[src/rtl/mem_stage.sv]
// Memory-stage access controller: issues dcache requests for EX/MEM and tracks the LL/SC link register.
// Latency: a hit completes in the issue cycle; a miss completes on the dhit cycle; a frozen completion waits in DONE.
// Backpressure: memStall holds the earlier stages until the access completes and MEM/WB is unfrozen.
module mem_stage (
    input  logic        CLK,
    input  logic        nRST,
    input  logic        memMemRead,
    input  logic        memMemWrite,
    input  logic        memLL,
    input  logic        memSC,
    input  logic [31:0] memALUOutput,
    input  logic [31:0] memStoreData,
    input  logic        pipeFreeze,
    input  logic        dhit,
    input  logic [31:0] dmemload,
    input  logic        ccinv,
    input  logic [31:0] ccsnoopaddr,
    output logic        dmemREN,
    output logic        dmemWEN,
    output logic [31:0] dmemaddr,
    output logic [31:0] dmemstore,
    output logic [31:0] memdmemload,
    output logic [31:0] memOutput_Port,
    output logic        memW,
    output logic        memStall
);

    typedef enum logic [1:0] {
        IDLE = 2'd0,
        WAIT = 2'd1,
        DONE = 2'd2
    } state_t;

    state_t      state_q, state_d;
    logic        llvalid_q, llvalid_d;
    logic [31:0] lladdr_q, lladdr_d;
    logic [31:0] dbuf_q, dbuf_d;

    logic        sc_fail;
    logic        mem_op;
    logic        req;
    logic        complete;
    logic        memw_c;
    logic        stall_c;
    logic [31:0] load_c;
    logic        snoop_hit;
    logic        store_hit;
    logic        unused_addr_bits;

    // Byte offsets play no part in link matching.
    assign unused_addr_bits = ^{ccsnoopaddr[1:0], lladdr_q[1:0]};

    always_comb begin
        sc_fail = memSC && (!llvalid_q || (lladdr_q[31:2] != memALUOutput[31:2]));
        mem_op  = (memMemRead || memMemWrite) && !sc_fail;
    end

    always_comb begin
        state_d  = state_q;
        dbuf_d   = dbuf_q;
        req      = 1'b0;
        complete = 1'b0;
        memw_c   = 1'b0;
        stall_c  = 1'b0;
        load_c   = 32'd0;
        unique case (state_q)
            IDLE, WAIT: begin
                if (state_q == WAIT || mem_op) begin
                    req     = 1'b1;
                    stall_c = 1'b1;
                    if (dhit) begin
                        complete = 1'b1;
                        if (pipeFreeze) begin
                            dbuf_d  = dmemload;
                            state_d = DONE;
                        end else begin
                            memw_c  = 1'b1;
                            stall_c = 1'b0;
                            load_c  = dmemload;
                            state_d = IDLE;
                        end
                    end else begin
                        state_d = WAIT;
                    end
                end else begin
                    memw_c = !pipeFreeze;
                end
            end
            DONE: begin
                // Access already finished; only waiting for MEM/WB to unfreeze.
                stall_c = 1'b1;
                load_c  = dbuf_q;
                if (!pipeFreeze) begin
                    memw_c  = 1'b1;
                    stall_c = 1'b0;
                    state_d = IDLE;
                end
            end
            default: state_d = IDLE;
        endcase
    end

    always_comb begin
        llvalid_d = llvalid_q;
        lladdr_d  = lladdr_q;
        snoop_hit = ccinv && (ccsnoopaddr[31:2] == lladdr_q[31:2]);
        store_hit = complete && memMemWrite &&
                    (memSC || (memALUOutput[31:2] == lladdr_q[31:2]));
        if (snoop_hit || store_hit) begin
            llvalid_d = 1'b0;
        end
        // A completing LL overrides any same-cycle invalidation.
        if (complete && memMemRead && memLL) begin
            llvalid_d = 1'b1;
            lladdr_d  = memALUOutput;
        end
    end

    always_ff @(posedge CLK) begin
        if (!nRST) begin
            state_q   <= IDLE;
            llvalid_q <= 1'b0;
            lladdr_q  <= 32'd0;
            dbuf_q    <= 32'd0;
        end else begin
            state_q   <= state_d;
            llvalid_q <= llvalid_d;
            lladdr_q  <= lladdr_d;
            dbuf_q    <= dbuf_d;
        end
    end

    always_comb begin
        dmemaddr       = memALUOutput;
        dmemstore      = memStoreData;
        dmemREN        = nRST && req && memMemRead;
        dmemWEN        = nRST && req && memMemWrite && !memMemRead;
        memW           = nRST && memw_c;
        memStall       = nRST && stall_c;
        memdmemload    = nRST ? load_c : 32'd0;
        memOutput_Port = 32'd0;
        if (nRST) begin
            if (memSC) begin
                // Once past IDLE the SC has already been judged successful.
                memOutput_Port = {31'd0, (state_q != IDLE) || !sc_fail};
            end else begin
                memOutput_Port = memALUOutput;
            end
        end
    end

endmodule
[config.mk]
export PLATFORM = sky130hd
export DESIGN_NAME = mem_stage
export DESIGN_NICKNAME = d
export VERILOG_FILES = /design/src/rtl/mem_stage.sv
export SDC_FILE = /design/constraint.sdc
export NUM_CORES = 1
export LEC_CHECK = 0
export ABC_AREA = 0
export CORE_AREA = 2 2 128 99
export DETAILED_ROUTE_END_ITERATION = 10
export DIE_AREA = 0 0 130 101
export HOLD_SLACK_MARGIN = 0.08
export PLACE_DENSITY_LB_ADDON = 0.15
export SLEW_MARGIN = 30
export SYNTH_ARGS = -nofsm -noshare
export SYNTH_HDL_FRONTEND = slang
export SYNTH_SLANG_ARGS = --single-unit
[constraint.sdc]
create_clock -name CLK -period 4.8 [get_ports CLK]
set_input_delay 0.96 -clock CLK [delete_from_list [all_inputs] [get_ports CLK]]
set_output_delay 0.96 -clock CLK [all_outputs]
set_load 0.02 [all_outputs]
==> results of run 1 <==
-- synthesized netlist by cell type --
library cell	instances	area share
mux2i_1	62	0.12
clkbuf_1	31	0.023
nand4_4	1	0.0043
a21boi_0	5	0.0075
a211o_1	28	0.049
o211a_1	2	0.0040
a21boi_1	28	0.042
a2111oi_0	1	0.0018
buf_8	3	0.0090
buf_4	64	0.097
inv_1	36	0.027
a21boi_4	1	0.0038
nand4_1	13	0.016
nor2_1	3	0.0023
nor4_4	2	0.0085
and3_1	1	0.0013
a21oi_1	3	0.0030
o21ai_0	4	0.0040
xnor2_1	49	0.086
and2_1	31	0.039
a211oi_1	2	0.0030
dfxtp_1	65	0.26
nor4_1	4	0.0050
nand2_1	160	0.12
xor2_1	11	0.019
nor2b_1	4	0.0050
a211o_2	4	0.0080
nand3_1	1	0.0010
o2bb2ai_1	1	0.0018
nand2b_1	2	0.0025
buf_6	6	0.014
a31oi_1	1	0.0013
a21oi_4	1	0.0033
-- cell type report --
class | instances | share of cell area
Clock buffer | 9 | 0.03175
Clock inverter | 7 | 0.01005
Inverter | 36 | 0.01905
Multi-Input combinational cell | 425 | 0.4005
Sequential cell | 65 | 0.1834
Tap cell | 166 | 0.02928
Timing Repair Buffer | 240 | 0.3259
-- kinds of logic after synthesis --
kind of cell           after synthesis  synth area share
AO/OA/AOI/OAI                       81            0.1330
multiplexers                        62            0.1247
buffers and inverters              140            0.1696
flip-flops                          65            0.2614
XOR/XNOR                            60            0.1056
AND/OR/NAND/NOR                    222            0.2058
-- critical path: cells and delay by family --
| kind | cells | cell delay, ns |
|---|---|---|
| AND/OR/NAND/NOR | 2 | 0.55 |
| buffers and inverters | 5 | 1.59 |
| AO/OA/AOI/OAI | 3 | 0.42 |
| XOR/XNOR | 1 | 0.15 |
-- how the worst max path moves through the flow --
stage / cells after the start / end
final: 11 / memW
after global routing: 10 / memdmemload[25]
after CTS: 8 / memdmemload[2]
after detailed placement: 9 / memdmemload[16]
after global placement: 9 / memdmemload[30]
after floorplan: 5 / dmemWEN
-- per-stage QoR --
stage / TNS, ns / hold WS [ns] / util / setup WS, ns / instances
floorplan: 0 / 0.4350 / - / 0.8661 / 630
global placement: -1.610 / 0.4425 / 0.5701 / -0.1145 / 932
detailed placement: -2.866 / 0.4491 / 0.5701 / -0.1660 / 932
CTS: 0 / 0.4581 / 0.5919 / 0.02993 / 948
global route: 0 / 0.4751 / 0.5934 / 0.05733 / 948
finish: 0 / 0.4591 / 0.5934 / 0.1451 / 948
-- power by group through the flow --
stage / registers (mW) / logic [mW] / clock network [mW]
after CTS: 0.569 / 0.391 / 0.673
final: 0.569 / 0.389 / 0.654
after global placement: 0.579 / 0.387 / 0
after floorplan: 0.577 / 0.243 / 0
after detailed placement: 0.580 / 0.392 / 0
after global routing: 0.571 / 0.419 / 0.694
-- state kept, by name, indices dropped and copies added (netlist names) --
| register | flops |
|---|---|
| lladdr_q | 30 |
| dbuf_q | 32 |
| state_q | 2 |
| llvalid_q | 1 |
-- timing repair --
item | 4_1_cts | 5_1_grt
pin swaps | 1 | 1
gates resized for setup | 28 | 7
endpoints found under the setup margin | 34 | 7
hold buffers | 0 | 0
-- per-layer routing --
metal | track usage | up-vias
met5 | 0 | -
met4 | 0.05294 | 0
met3 | 0.04618 | 24
met2 | 0.3617 | 124
met1 | 0.2965 | 2165
li1 | - | 2287
==> results.txt, run 1 <==
* Ratio of final minimum period to clock period: 0.9698
- Total number of clock tree sinks: 65
- Number of H-tree levels: 3
- The congestion estimate from routability-driven global placement came to roughly 0.87.
* Share of total power in sequential cells: 0.353
- Total number of vias: between 4,000 and 5,000
* Die Span X: around 130 µm
* Vias in the first global route: approximately 4,600
- WL/cell: about 15 µm
* Met3 wire length: around 730 µm
- Multi-input gate area in the final layout: 2841 µm²
* Iteration count of the initial detailed-routing pass: 5
- The number of nets handed over by synthesis was approximately 770.
* Portion of the post-synthesis area used by sequential elements: 0.2614
- Of the total power, the share spent switching nets is 0.2788.
* Source of the worst hold timing path: dbuf_q[16]
* Final min period: around 4.7 ns
- Warnings, synthesis: 0
- Summed over all layers, the global routing overflow is 0.
* Type of the most critical hold path: register to register
- Measured against its own limit, the worst slew margin works out to 0.5410.
* Count of standard-cell rows: 35
- For the worst setup path, the data required time is around 3.8 ns.
* DRC violations left: 0
- Overall power consumption: around 1.6 mW
* Int Power: 1.162 mW
- For this design the total switching power over the nets is between 0.4 and 0.5 mW.
- Clock-pin slew was measured on the worst setup and hold paths at ~0.06 ns.
- Post-CTS Setup Inserts: 0
- Worst Setup Path Type: input port to output pin
- Highest-count cells in the layout ignoring fill and taps: clkdlybuf4s50_1 (166), nand2_1 (160), dfxtp_1 (65)
* Area growth from synthesis to final layout: 42.50%
- The routed design uses 6.634 mm of met2 wire.
- Pin placement for this block handled between 200 and 300 I/O pins.
- Depth of the worst hold-timing path: 2
- Reg-to-Reg Start: lladdr_q[24]
- Filler Cells Inserted: 1,088
* CTS tree: yes
- The run finished with clean final reports.
- First-pass GRT wire length: 22.83 mm
- The number of antenna violations at the first check in global routing was 0.
- The share of total power dissipated in combinational logic is 0.241.
- In the synthesized netlist, the number of instances is 630.
- Detailed-routing wirelength on met1: between 6 and 7 mm
* Max-slew violation count: 0
- Fraction of final layout cells sized beyond drive strength 1: 0.08568
* Fmax: 0.2148 GHz
- The signal on the critical path passes through clkdlybuf4s50_1 > xnor2_1 > buf_4 > nand4_1 > nor4_4 > buf_4 > a31oi_1 > buf_4 > o21ai_0 > a21oi_1 > clkdlybuf4s50_1.
* Element type at the critical path end: output pin
* Final number of hold-violating endpoints: 0
- I/O Buffers: 202
* Final wirelength: ~14 mm
- Area used by sequential logic in the layout: approximately 1300 µm²
- The library cell used most frequently in the layout, excluding fill and tap cells, is clkdlybuf4s50_1.
- Sum of net half-perimeters after detailed placement: approximately 11 mm
- Net count, final: slightly above 900
* Average cell area after synthesis: between 7 and 8 µm²
- Summing all non-filler instances in the final layout gives an area of 7094 µm².
- Number of flip-flops and latches in the synthesized netlist: 65
- At the worst endpoint, the arrival time is 3.69 ns.
- Largest fanout on the critical path: 4
- Max-cap violations in this run came to 0.
- The largest single stage delay on the critical path is roughly 0.55 ns.
- Netlist area before placement: about 5000 µm²
* Worst clock skew: around 0.0028 ns
- Pin count of the biggest net entering global routing: 65
* Highest layer used for signal routing: met4
* Startpoint type of the worst setup path: input port
* Origin of the worst setup path: memALUOutput[24]
- The first routing iteration left 192 violations.
- The worst register-to-register path ends at dbuf_q[11].
- Initial core utilization: 0.4164
- The most numerous cell type found on the critical path is buf_4.
- Summing all placed instances gives a cell area of just under 7000 µm².
- 0 antenna diodes ended up in the layout.
* Overall die area: 13,130 µm²
- In this run the power density over the cells is 227.2 nW/µm².
- DRT antenna net count: 0
- Worst reg2reg path depth: 9
- At the pin with the least slew margin, the transition time is about 0.69 ns.
* Y dimension of the die: between 100 and 150 µm
- Setup repair after global routing left no endpoint under its margin.
* Cell at the root of the clock tree: clkbuf_16
* Cell type of the slowest stage on the worst timing path: clkdlybuf4s50_1
- Counting along the longest clock path gives a buffer depth of 2.
- The core region is ~12,000 µm².
- Number of clock buffers inserted by TritonCTS: 9
- R2R setup slack: a little under 2 ns
- For the worst-skew pair, the clock arrives at the later sink with an insertion delay of ~0.33 ns.
- IR analysis of the VDD net gives a maximum drop of between 0.00015 and 0.0002 V.
- After detailed routing, the number of vias per cell comes to 4.852.
- Final-report setup violation count: 0
- Distinct cells, synth: 33
- Overall fraction of global-route tracks in use: 0.2204
* Worst hold path endpoint: dbuf_q[16]
- Proportion of power drawn by the clock network: 0.406
- For this design the static power due to leakage is ~2.9 nW.
(Power assumes the default switching activity.)
==> inputs of run 2 (changes only) <==
- CORE_AREA: 2 2 128 99 -> 2 2 139 107
- DIE_AREA: 0 0 130 101 -> 0 0 141 109
- MAX_ROUTING_LAYER: default -> met4
- clock period: 4.8 -> 3.7 ns (I/O delays scaled with it)
==> results.txt, run 2 (synthesized netlist as in run 1, its figures left out) <==
* Number of clock buffers inserted by TritonCTS: 9
* Final-report setup violation count: 0
* Cell type of the slowest stage on the worst timing path: nor4_4
- Ranked by flip-flop count, first place goes to dbuf_q.
- The die covers 15,370 µm².
* Worst clock skew: around 0.0063 ns
- After the last flow step, the layout net total stands at between 900 and 1,000.
- The cell sitting at the root of the clock tree is a clkbuf_16.
- For this run, design rule violations remaining after detail routing come to 0.
- After detailed routing, the average wire length per cell comes to approximately 16 µm.
- Across the whole layout, storage elements account for about 1300 µm².
- Leaving out fill and tap cells, the most frequent cells in the layout are nand2_1 (159), clkdlybuf4s50_1 (134), dfxtp_1 (65).
- The count of nets left with antenna violations once routing finished came out at 0.
* Vias in the first global route: between 4,000 and 5,000
- Compared with the post-synthesis result, the final layout area differs by 48.71%.
* Multi-input gate area in the final layout: 3032 µm²
- TritonCTS built the clock tree.
* Post-route setup TNS: 0 ns
- Initial DRC Count: 211
- Worst path arrival time: ~2.9 ns
* Iteration count of the initial detailed-routing pass: 4
- Filler Cells Inserted: about 1,400
- Wires add up to 15.35 mm.
* First-pass GRT wire length: approximately 24 mm
- In this run the power density over the cells is 287.9 nW/µm².
- Global route overflow: 0
* Max reg flops: 32
- After detailed routing, the met2 layer carries around 7 mm of wire.
* Initial core utilization: 0.3526
* Reported net switching power: 0.5827 mW
* Share of total power in sequential cells: 0.347
* Highest layer used for signal routing: met4
- Antenna violations before repair: 1
* Pin count of the biggest net entering global routing: between 50 and 60
- Summed area of non-filler cells in the final layout: between 7000 and 8000 µm²
* Depth of the worst hold-timing path: 2
* Max-cap violations: 0
- The floorplan has 38 rows.
- The congestion estimate from routability-driven global placement came to roughly 0.84.
* Y dimension of the die: ~110 µm
- Worst reg2reg path depth: 11
- IR analysis of the VDD net gives a maximum drop of 0.0002208 V.
- In this run the worst hold path is classified as register to register.
- The clock tree synthesis step divided the H-tree into 3 levels.
* Fraction of final layout cells sized beyond drive strength 1: 0.1955
* Outcome: completed
- Detailed-routing wirelength on met1: about 7.1 mm
* Final number of hold-violating endpoints: 0
- At the worst endpoint, the required time is just under 3 ns.
- After detailed routing, the met3 layer carries about 750 µm of wire.
- Pleak: about 2.9 nW
- CTS clock-pin slew for the worst setup and hold paths: ~0.060 ns
* Most frequent standard cell in the layout excluding fill and tap cells: nand2_1
- In this run the cell area measured after placement is slightly below 7000 µm².
- I/O Buffers: around 200
- CTS hold repair buffers: 0
* Worst skew pair latency: approximately 0.33 ns
* Relative slew slack: 0.6771
- The core region is roughly 14,000 µm².
- Sum of net half-perimeters after detailed placement: 11.40 mm
- Max-slew violation count: 0
* Die Span X: about 140 µm
- Cell repeated most along the worst path: buf_6
- The worst setup path is of the input port to output pin kind.
- Placed instance count: roughly 950
- Final min period: 3.635 ns
* Overall fraction of global-route tracks in use: 0.2028
* Ordered list of cells on the worst path: clkdlybuf4s15_1 > xnor2_2 > nand4_1 > nor4_4 > buf_6 > nand4_4 > buf_6 > a211o_1 > a21boi_2 > buf_4
* Largest stage delay, worst path: 0.31 ns
- The worst setup path is captured at an output pin.
- Total number of vias: ~4,700
- Non-filler instance count after layout: 979
* Total number of clock tree sinks: 65
* Fmax: roughly 0.28 GHz
* Ratio of final minimum period to clock period: 0.9824
- The longest clock path from root to sink contains 2 buffers.
* I/O pin cnt: ~270
- For the pin with the worst max-slew slack, the measured transition is ~0.48 ns.
* Largest fanout on the critical path: 7
* Largest registers in the final layout: dbuf_q (32), lladdr_q (30), state_q (2)
* Gate power share: 0.245
- Of the total power, the clock network draws 0.408.
- STA classifies the critical path startpoint as an input port.
- Int Power: roughly 1.5 mW
* Avg Vias per Cell: about 4.8
* Sw Ratio: 0.2734
-- run 2: cell types whose count changed in the layout (fill, tap and decap cells not counted), sizes merged --
cell	before	now
dlymetal6s2s	7	0
clkdlybuf4s15	0	9
diode	0	1
clkinv	3	0
buf	39	83
clkdlybuf4s50	166	134
clkbuf	9	22
dlygate4sd2	28	19
nand4	14	15
-- run 2: final timing paths --
kind | slack (ns) | from | end
setup reg to reg | 1.00 | lladdr_q[22] | lladdr_q[20]
setup / recovery | 0.07 | memALUOutput[4] | memdmemload[27]
hold / removal | 0.46 | dbuf_q[20] | dbuf_q[20]
hold reg to reg | 0.46 | dbuf_q[20] | dbuf_q[20]
-- run 2: critical path: cells and delay by family --
kind,cells,cell delay (ns)
buffers and inverters,4,0.77
XOR/XNOR,1,0.21
AND/OR/NAND/NOR,3,0.72
AO/OA/AOI/OAI,2,0.45
-- run 2: area by class of cell --
cell class / count / share of cell area
Timing Repair Buffer: 256 / 0.3245
Clock inverter: 4 / 0.007098
Tap cell: 180 / 0.03042
Sequential cell: 65 / 0.1758
Multi-Input combinational cell: 426 / 0.4095
Clock buffer: 11 / 0.03414
Inverter: 36 / 0.01825
Antenna cell: 1 / 0.0003380
-- run 2: power groups by stage --
stage          sequential [mW]  clock, mW  combinational, mW
2_1_floorplan            0.749          0              0.315
3_3_place_gp             0.752          0              0.518
3_5_place_dp             0.753          0              0.523
4_1_cts                  0.739      0.892              0.514
5_1_grt                  0.742      0.927              0.560
6_report                 0.739      0.870              0.522
-- run 2: through the flow --
stage          hold WS, ns    util  total power, mW  setup slack [ns]
2_1_floorplan       0.4350       -            1.064            0.2061
3_3_place_gp        0.4427  0.4908            1.269           -0.7746
3_5_place_dp        0.4469  0.4908            1.276           -0.7747
4_1_cts             0.4596  0.5127            2.144         -0.008976
5_1_grt             0.4805  0.5243            2.228          -0.01031
6_report            0.4590  0.5243            2.131           0.06528
-- run 2: repair_timing --
action                     in CTS  in global routing
gates resized for setup       186                 82
pin swaps                      15                 48
setup buffers                   6                  0
cloned                          3                  0
setup endpoints to repair      37                 35
-- run 2: metal layers --
| layer | global-route usage | vias to the layer above |
|---|---|---|
| met4 | 0.06643 | 0 |
| met3 | 0.04392 | 39 |
| met5 | - | - |
| li1 | - | 2331 |
| met2 | 0.3206 | 124 |
| met1 | 0.2603 | 2183 |
==> inputs of run 3 (changes only) <==
- CORE_AREA: 2 2 139 107 -> 2 2 132 102
- DIE_AREA: 0 0 141 109 -> 0 0 134 104
- clock period: 3.7 -> 4 ns (I/O delays scaled with it)
==> results.txt, run 3 (synthesized netlist as in run 1, its figures left out) <==
- Outcome: completed
* Worst reg2reg path depth: 10
- Total number of clock tree sinks: 65
- Die Span X: 134 µm
- Of the available clock period, the critical path in the final layout requires 0.9762.
- Ordered list of cells on the worst path: clkdlybuf4s50_1 > xnor2_2 > nand4_1 > nor4_4 > buf_4 > nand4_4 > buf_6 > a211o_1 > a21boi_2 > buf_4
* Number of clock buffers inserted by TritonCTS: 9
* Origin of the worst setup path: memALUOutput[19]
- Cell type of the slowest stage on the worst timing path: clkdlybuf4s50_1
- The clock passes through at most 2 buffers.
- Total number of vias: approximately 4,600
- The final-report max-slew violation count is 0.
* DRC violations left: 0
* Power density over cell area: 264.4 nW/µm²
- Measured on the finished design, the core utilization comes to 0.5856.
- In this run the remaining antenna-violating nets after routing total 0.
- Largest fanout on the critical path: 7
* CTS hold repair buffers: 0
- The worst setup path is captured at an output pin.
- Worst Tran Pin Value: 0.6841 ns
- Sum of net half-perimeters after detailed placement: roughly 11 mm
- Worst skew pair latency: about 0.33 ns
* Post-route setup TNS: 0 ns
- At the end of routability-driven placement, the weighted congestion stood at approximately 0.85.
* Largest registers in the final layout: dbuf_q (32), lladdr_q (30), state_q (2)
* CTS tree: yes
- The pre-antenna-repair detailed-routing pass consisted of 5 iterations.
* Final-report setup violation count: 0
* Overall die area: ~14,000 µm²
* Global route overflow: 0
- Final number of hold-violating endpoints: 0
- In this run the core area contains 36 standard-cell rows.
- 0 antenna diodes ended up in the layout.
* Final min period: just under 4 ns
- Reg-to-Reg Start: lladdr_q[2]
- I/O pin cnt: 269
- R2R setup slack: 1.36 ns
- The worst setup path is launched from an input port.
- More flip-flops sit in one register than any other, and that register is dbuf_q.
- Antenna violations before repair: 0
* Initial core utilization: 0.3933
- Worst endpoint required time: ~3.2 ns
- Worst Setup Path Type: input port to output pin
* CTS clock-pin slew for the worst setup and hold paths: approximately 0.060 ns
* Final wirelength: 14.91 mm
* Overall fraction of global-route tracks in use: 0.2145
* Sum of met2 wire segment lengths after detailed routing: roughly 7 mm
* Highest-count cells in the layout ignoring fill and taps: nand2_1 (159), clkdlybuf4s50_1 (139), dfxtp_1 (65)
- IR analysis of the VDD net gives a maximum drop of 0.0002016 V.
* Relative slew slack: 0.5440
* Max reg flops: 32
- Number of H-tree levels: 3
- The endpoint identified for the worst register-to-register timing path is lladdr_q[17].
- Most frequent standard cell in the layout excluding fill and tap cells: nand2_1
* Met3 wire length: around 670 µm
- Vias in the first global route: roughly 4,600
- Routed signal wires occupy layers up through met4.
- Max-cap violations: 0
- The tightest hold path in the finished design has a slack of 0.4581 ns.
* Area of the core: between 10,000 and 15,000 µm²
- For this block, the initial DRC count from the detailed router was 183.
- The detailed router put a total of 7.164 mm of wire on met1.
* Pin count of the biggest net entering global routing: between 60 and 70
* Type of the most critical hold path: register to register
- Of the cells placed in the final design, the portion with a size suffix greater than 1 is 0.1748.
* Fmax: 0.2561 GHz
- In this run the vertical extent of the chip is ~100 µm.
- Data on the critical path arrives at its endpoint at between 3 and 4 ns.
* Worst clock skew: around 0.0053 ns
- Input and output buffers added on the ports amount to slightly above 200.
- Dividing the detail-routed wire length by the instance count gives ~15 µm.
- The final layout contains ~900 nets.
- Relative to the synthesized area, the layout overhead comes to 48.88%.
* Largest stage delay, worst path: about 0.52 ns
- Following the worst setup path forward leads to its endpoint at memdmemload[11].
* Pleak: approximately 3.1 nW
* Avg Vias per Cell: between 4 and 5
- Cell repeated most along the worst path: buf_4
* Cell at the root of the clock tree: clkbuf_16
- First-pass GRT wire length: 23.36 mm
- Filler Cells Inserted: around 1,100
## run 3: changes by cell type in the layout (fill, tap and decap cells not counted), sizes merged
cell,change
dlygate4sd2,-17
clkbuf,-9
clkinv,+2
dlymetal6s2s,+25
diode,-1
clkinvlp,-1
buf,-4
clkdlybuf4s50,+5
clkdlybuf4s15,-4
## run 3: layer usage
| metal | track usage | vias to the layer above |
|---|---|---|
| met5 | - | - |
| met4 | 0.05775 | 0 |
| met3 | 0.04435 | 40 |
| met2 | 0.3315 | 118 |
| met1 | 0.2849 | 2136 |
| li1 | - | 2320 |
## run 3: cell type report
cell class | count | area (µm²) | area share
multi-input combinational | 426 | 2995 | 0.4041
timing repair buffer | 252 | 2469 | 0.3331
sequential | 65 | 1301 | 0.1756
clock buffer | 11 | 242.7 | 0.03275
tap | 171 | 214.0 | 0.02887
inverter | 36 | 135.1 | 0.01823
clock inverter | 5 | 55.05 | 0.007427
## run 3: worst min-delay path by stage
stage	startpoint	end	slack, ns	cells after the start
2_1_floorplan	dbuf_q[0]	dbuf_q[0]	0.43	2
3_3_place_gp	dbuf_q[25]	dbuf_q[25]	0.44	2
3_5_place_dp	dbuf_q[27]	dbuf_q[27]	0.45	2
4_1_cts	dbuf_q[17]	dbuf_q[17]	0.46	2
5_1_grt	dbuf_q[0]	dbuf_q[0]	0.48	2
6_report	dbuf_q[20]	dbuf_q[20]	0.46	2
## run 3: report_power, final
part,internal (mW),total (mW),switching (mW)
sequential,0.668,0.684,0.0163
combinational,0.257,0.483,0.226
clock,0.497,0.792,0.295
## run 3: through the flow
step           worst slack, ns  cell area, µm²  power (mW)  cells
2_1_floorplan           0.3861            4979      0.9839    630
3_3_place_gp           -0.5735            6907       1.170    945
3_5_place_dp           -0.5785            6907       1.177    945
4_1_cts               -0.08247            7162       1.971    963
5_1_grt              -0.008580            7412       2.046    966
6_report               0.09532            7412       1.960    966
## run 3: worst max-delay path: cells and delay by family
kind	cells	cell delay, ns
and+or+nand+nor	3	0.62
buffers and inverters	4	1.08
xor gates and xnor gates	1	0.13
AOI/OAI and AO/OA	2	0.48
## run 3: repair_timing
| item | CTS | global route |
|---|---|---|
| setup endpoints to repair | 37 | 36 |
| setup buffers | 1 | 1 |
| pin swaps | 3 | 21 |
| gates resized for setup | 140 | 87 |
| gates cloned | 1 | 2 |
| hold endpoints to repair | 0 | 0 |
